===== config.mk =====
export PLATFORM = sky130hd
export DESIGN_NAME = win_tile_sched
export DESIGN_NICKNAME = d
export VERILOG_FILES = /design/src/rtl/win_tile_sched.sv
export SDC_FILE = /design/constraint.sdc
export NUM_CORES = 1
export LEC_CHECK = 0
export BUFFER_PORTS_ARGS = -buffer_cell sky130_fd_sc_hd__buf_4
export CAP_MARGIN = 0
export CORE_AREA = 2 2 349 351
export DETAILED_ROUTE_END_ITERATION = 8
export DIE_AREA = 0 0 351 353
export SYNTH_ARGS = -nofsm -noshare
export SYNTH_HDL_FRONTEND = slang
export SYNTH_SLANG_ARGS = --single-unit

===== constraint.sdc =====
create_clock -name clk -period 5.6 [get_ports clk]
set_clock_uncertainty 0.1 [all_clocks]
set_input_delay 0.28 -clock clk [delete_from_list [all_inputs] [get_ports clk]]
set_output_delay 0.28 -clock clk [all_outputs]
set_load 0.01 [all_outputs]

===== src/rtl/win_tile_sched.sv =====
// Winograd F(2x2,3x3) input-transform tile scheduler.
// Walks the feature map tile by tile (tile_x inner, tile_y outer). For each
// tile it reads four SRAM rows, kicks the transform, captures its result and
// offers it downstream over a valid/ready handshake.
//
// state    | meaning
// ---------+-------------------------------------------------------------
// S_IDLE   | waiting for start, cfg latched on start
// S_RD     | four SRAM reads, one row per cycle, ascending row order
// S_DRAIN  | last read word arrives and is captured
// S_KICK   | tf_enable pulse
// S_WAIT   | waiting for tf_end, bounded by the timeout down-counter
// S_CAP    | transform outputs valid this cycle, registered into out_data
// S_OUT    | out_valid held until accepted
// S_FIN    | done pulse, then back to idle
module win_tile_sched #(
  parameter int ADDR_W  = 12,
  parameter int DIM_W   = 6,
  parameter int TIMEOUT = 8
) (
  input  logic              clk,
  input  logic              rst,
  input  logic              start,
  input  logic [1:0]        cfg_bitwidth,
  input  logic [DIM_W-1:0]  cfg_tiles_x,
  input  logic [DIM_W-1:0]  cfg_tiles_y,
  input  logic [ADDR_W-1:0] cfg_base,
  input  logic [ADDR_W-1:0] cfg_row_stride,
  output logic              busy,
  output logic              done,
  output logic              err,
  output logic              rd_en,
  output logic [ADDR_W-1:0] rd_addr,
  input  logic [63:0]       rd_data,
  output logic              tf_enable,
  output logic [1:0]        tf_bitwidth,
  output logic [63:0]       tf_act1,
  output logic [63:0]       tf_act2,
  output logic [63:0]       tf_act3,
  output logic [63:0]       tf_act4,
  input  logic              tf_end,
  input  logic [63:0]       tf_v1,
  input  logic [63:0]       tf_v2,
  input  logic [63:0]       tf_v3,
  input  logic [63:0]       tf_v4,
  output logic              out_valid,
  input  logic              out_ready,
  output logic [255:0]      out_data,
  output logic [DIM_W-1:0]  out_tx,
  output logic [DIM_W-1:0]  out_ty,
  output logic              out_last
);

  localparam int TMR_W = $clog2(TIMEOUT + 1);

  typedef enum logic [2:0] {
    S_IDLE, S_RD, S_DRAIN, S_KICK, S_WAIT, S_CAP, S_OUT, S_FIN
  } state_t;

  state_t            state;
  logic [1:0]        rd_cnt;
  logic [TMR_W-1:0]  timer;
  logic [DIM_W-1:0]  tx;
  logic [DIM_W-1:0]  ty;
  logic [DIM_W-1:0]  tiles_x;
  logic [DIM_W-1:0]  tiles_y;
  logic [ADDR_W-1:0] stride;
  logic [ADDR_W-1:0] line_addr;   // address of row 2*ty, tile column 0

  logic              last_x;
  logic              last_tile;
  logic [ADDR_W-1:0] line_next;
  logic [ADDR_W-1:0] col_next;

  assign last_x    = (tx == tiles_x - DIM_W'(1));
  assign last_tile = last_x && (ty == tiles_y - DIM_W'(1));
  // Consecutive tile rows overlap by two feature-map rows.
  assign line_next = line_addr + (stride << 1);
  assign col_next  = line_addr + ADDR_W'(tx) + ADDR_W'(1);

  // Sequencer: state, counters and every registered output.
  always_ff @(posedge clk) begin
    if (rst) begin
      state       <= S_IDLE;
      rd_cnt      <= '0;
      timer       <= '0;
      tx          <= '0;
      ty          <= '0;
      tiles_x     <= '0;
      tiles_y     <= '0;
      stride      <= '0;
      line_addr   <= '0;
      busy        <= 1'b0;
      done        <= 1'b0;
      err         <= 1'b0;
      rd_en       <= 1'b0;
      rd_addr     <= '0;
      tf_enable   <= 1'b0;
      tf_bitwidth <= '0;
      tf_act1     <= '0;
      tf_act2     <= '0;
      tf_act3     <= '0;
      tf_act4     <= '0;
      out_valid   <= 1'b0;
      out_data    <= '0;
      out_tx      <= '0;
      out_ty      <= '0;
      out_last    <= 1'b0;
    end else begin
      done <= 1'b0;
      case (state)
        S_IDLE: begin
          if (start) begin
            tiles_x     <= cfg_tiles_x;
            tiles_y     <= cfg_tiles_y;
            stride      <= cfg_row_stride;
            line_addr   <= cfg_base;
            tf_bitwidth <= cfg_bitwidth;
            err         <= 1'b0;
            tx          <= '0;
            ty          <= '0;
            if (cfg_tiles_x == '0 || cfg_tiles_y == '0) begin
              done  <= 1'b1;
              state <= S_FIN;
            end else begin
              busy    <= 1'b1;
              rd_en   <= 1'b1;
              rd_addr <= cfg_base;
              rd_cnt  <= '0;
              state   <= S_RD;
            end
          end
        end
        S_RD: begin
          // Read data trails the strobe by one cycle: word for row n lands
          // while the strobe for row n+1 is out.
          case (rd_cnt)
            2'd1:    tf_act4 <= rd_data;
            2'd2:    tf_act3 <= rd_data;
            2'd3:    tf_act2 <= rd_data;
            default: ;
          endcase
          if (rd_cnt == 2'd3) begin
            rd_en <= 1'b0;
            state <= S_DRAIN;
          end else begin
            rd_addr <= rd_addr + stride;
            rd_cnt  <= rd_cnt + 2'd1;
          end
        end
        S_DRAIN: begin
          tf_act1   <= rd_data;
          tf_enable <= 1'b1;
          state     <= S_KICK;
        end
        S_KICK: begin
          tf_enable <= 1'b0;
          timer     <= TMR_W'(TIMEOUT - 1);
          state     <= S_WAIT;
        end
        S_WAIT: begin
          if (tf_end) begin
            state <= S_CAP;
          end else if (timer == '0) begin
            err   <= 1'b1;
            busy  <= 1'b0;
            done  <= 1'b1;
            state <= S_FIN;
          end else begin
            timer <= timer - TMR_W'(1);
          end
        end
        S_CAP: begin
          out_data  <= {tf_v1, tf_v2, tf_v3, tf_v4};
          out_tx    <= tx;
          out_ty    <= ty;
          out_last  <= last_tile;
          out_valid <= 1'b1;
          state     <= S_OUT;
        end
        S_OUT: begin
          if (out_ready) begin
            out_valid <= 1'b0;
            if (last_tile) begin
              busy  <= 1'b0;
              done  <= 1'b1;
              state <= S_FIN;
            end else begin
              if (last_x) begin
                tx        <= '0;
                ty        <= ty + DIM_W'(1);
                line_addr <= line_next;
                rd_addr   <= line_next;
              end else begin
                tx      <= tx + DIM_W'(1);
                rd_addr <= col_next;
              end
              rd_en  <= 1'b1;
              rd_cnt <= '0;
              state  <= S_RD;
            end
          end
        end
        S_FIN: begin
          state <= S_IDLE;
        end
        default: state <= S_IDLE;
      endcase
    end
  end

endmodule


==> summary.txt <==
Setup path
  – Reg2reg setup slack: 1930 ps
  – Cells along the critical path: nor2b_1 > and2_1 > a21oi_1 > or2_1 > a31oi_4 > and4_1 > a211oi_2
  – Reg2reg end: rd_addr[11]
  – Worst EP required: 5990 ps
  – Reg-to-Reg Start: state[0]
  – Critical Path Source: state[0]
  – Worst Path Arrival: 4070 ps
  – Crit Path Max Fanout: 27
  – Startpoint types: flip-flop
  – CP Class: reg -> reg
  – Cells on worst reg2reg path: 7
  – Max incr delay on CP: 820 ps
  – Slowest CP cell: and2_1
  – Crit end category: flip-flop

Clocking
  – Total CTS buffers: 72
  – Clock Path Buffers: 3
  – Clock Sinks: 602
  – CTS tree: done
  – H-tree lvl count: 3
  – Clock Latency Late Sink: 630 ps
  – # resized after CTS: 0
  – Root buffer cell: clkbuf_16
  – Clk slew on worst S/H paths: 60 ps

STA
  – TNS Setup: 0 ps
  – Final Hold Fails: 0
  – WHS: 130.1 ps
  – Final setup fails: 0
  – Fin crit share: 65.59%
  – RSZ-0062 raised after global routing: false
  – Slew Limit Fails: 0
  – Actual slew at the worst max-slew pin: 1148 ps
  – Period minus WS final: 3673 ps
  – F_max: 0.2723 GHz
  – Slew HR: 23.44%

Die
  – Initial Util: 19.17%
  – Core box area: 120600 um^2
  – Num rows: 128
  – Die Width: 351 um
  – Die Span Y: 353 um
  – DIE AREA: 123900 um^2
  – Number of top-level pins: 908

Placement
  – DP Wirelength: 78.67 mm
  – IO buf count: 907
  – GP Congestion: 0.8687

Outcome
  – Outcome: complete, no violations

Hold path
  – Hold crit path type: in -> reg
  – Worst Hold Depth: 5
  – Worst hold start: tf_end
  – Worst Hold Endpoint: err

Route
  – Top sig layer: met5
  – Vias/cell: 4.379
  – Drt drc: 0
  – DR WL met3: 10.67 mm
  – Routed len/inst: 19.13 um
  – WL final: 111.1 mm
  – Met2 wire length: 49.22 mm
  – First DRT Iteration DRCs: 1988
  – Routed vias: 25434
  – Routed met1 length: 46.26 mm
  – First-pass iteration count of the detailed router: 7
  – Routed Antenna Nets: 0

Finish
  – Share of cells above drive strength 1: 25.72%
  – Synth-to-Final Area Change: 62.35%
  – Nets@finish: 4525
  – Filler Cell Count: 12687

Yosys
  – Seq/Total Area, Yosys: 52.13%
  – Post-synth EDFFs: 0
  – Area leader, netlist: dfxtp_1
  – Syn Nets: 3365
  – Synth Instances: 2964
  – Yosys reg bits: 602
  – Post-synth design cell area: 23120 um^2
  – Syn Area/Cell: 7.800 um^2
  – Synth cell types: 69
  – Async SR Flop Fraction: 0%
  – Yosys top cell area share: 52.13%
  – Primary FF master, synth: dfxtp_1
  – Ranking of synthesized cells by area: dfxtp_1 (52%), nand2_1 (19%), a21oi_1 (13%), clkbuf_1 (3.0%), ha_1 (1.9%)
  – Yosys Warn Count: 0

GRT
  – First-pass GRT wire length: 158.1 mm
  – Grt total ovfl: 0
  – Largest net degree at the start of global routing: 207
  – Initial antenna violation count: 9
  – Vias in the first global route: 24104
  – Total track usage: 16.94%

Power
  – VDD IR max: 244.6 uV
  – P_leak: 14.90 nW
  – Pwr dens: 285.6 nW/um^2

Flow run
  – Max cap viols: 0
-- worst max-delay path, delay by kind of cell (launching register included) --
family,cells,cell delay (ps)
and+or+nand+nor,4,2010
DFF,1,600
AOI/OAI and AO/OA,3,820
-- power breakdown --
| group | leakage (nW) | switching, mW | internal (mW) | total [mW] |
|---|---|---|---|---|
| logic | 8.82 | 0.678 | 0.631 | 1.31 |
| clock network | 1.22 | 2.04 | 2.88 | 4.92 |
| registers | 4.86 | 0.100 | 4.39 | 4.49 |
-- flip-flops by register name, indices dropped and copies added (netlist names), 12 cells and up --
register / count
tf_act3: 64
tf_act4: 64
rd_addr: 12
line_addr: 12
tf_act1: 64
out_data: 256
stride: 12
tf_act2: 64
-- through the flow --
step	cells	util, %	power [mW]	worst slack (ps)	cell area, um^2
after CTS	5804	31.12	10.85	1971	37520
after global placement	5313	26.05	5.655	2091	31420
final	5808	31.12	10.72	1927	37530
after detailed placement	5313	26.05	5.666	2000	31420
after global routing	5806	31.12	11.13	1635	37530
after floorplan	2964	-	5.086	3194	23120
-- synthesized netlist by cell type, types with 10 or more instances --
cell type,count
o21ai_0,24
xor2_1,17
a21oi_1,598
and3_1,12
clkbuf_1,185
a211oi_1,11
nor3_1,31
nor2_1,58
nand2_1,1144
dfxtp_1,602
nand3_1,16
inv_1,26
nor2b_1,13
buf_2,10
xnor2_1,22
ha_1,35
-- final cells by class --
type,instances,area [um^2],area share (%)
clock inverters,26,427.9,1.140
flip-flops and latches,602,12050,32.11
inverters,26,97.59,0.2600
well taps,1625,2033,5.417
repair buffers,1295,10690,28.47
diodes,4,10.01,0.02667
multi-input cells,2127,10170,27.10
clock buffers,103,2058,5.484
-- metal layers --
metal,track usage (%),up-vias
met5,0,-
li1,-,12086
met2,25.94,1105
met4,7.296,4
met1,21.61,12012
met3,5.599,227
-- cells by family (layout without fill, tap and decap cells) --
family	count (synthesis)	count (layout)	synth area share, %
DFF	602	602	52.13
buffers and inverters	235	1450	4.016
xor gates and xnor gates	39	39	1.477
AOI/OAI and AO/OA	722	722	17.26
adders and majority gates	38	38	2.154
and+or+nand+nor	1318	1318	22.52
muxes	10	10	0.4384
other	0	4	0
-- worst max path at each step --
stage / to / cells past startpoint
global route: rd_addr[11] / 7
global placement: rd_addr[11] / 7
finish: rd_addr[11] / 7
detailed placement: rd_addr[11] / 7
floorplan: rd_addr[9] / 10
CTS: rd_addr[11] / 7
-- layout by cell type (no fill, tap or decap), types with 22 or more instances in the layout --
cell / n
dfxtp_1: 602
o21ai_0: 24
clkbuf_16: 72
nor2_1: 58
a21oi_1: 598
ha_1: 35
dlygate4sd3_1: 362
inv_1: 26
nand2_1: 1140
xnor2_1: 22
nor3_1: 31
buf_4: 928
-- what timing repair did --
item,in CTS,in global routing
endpoints found under the hold margin,565,0
setup buffers,0,0
setup endpoints to repair,0,0
hold buffers,362,0
Power figures use the tool's default switching activity.
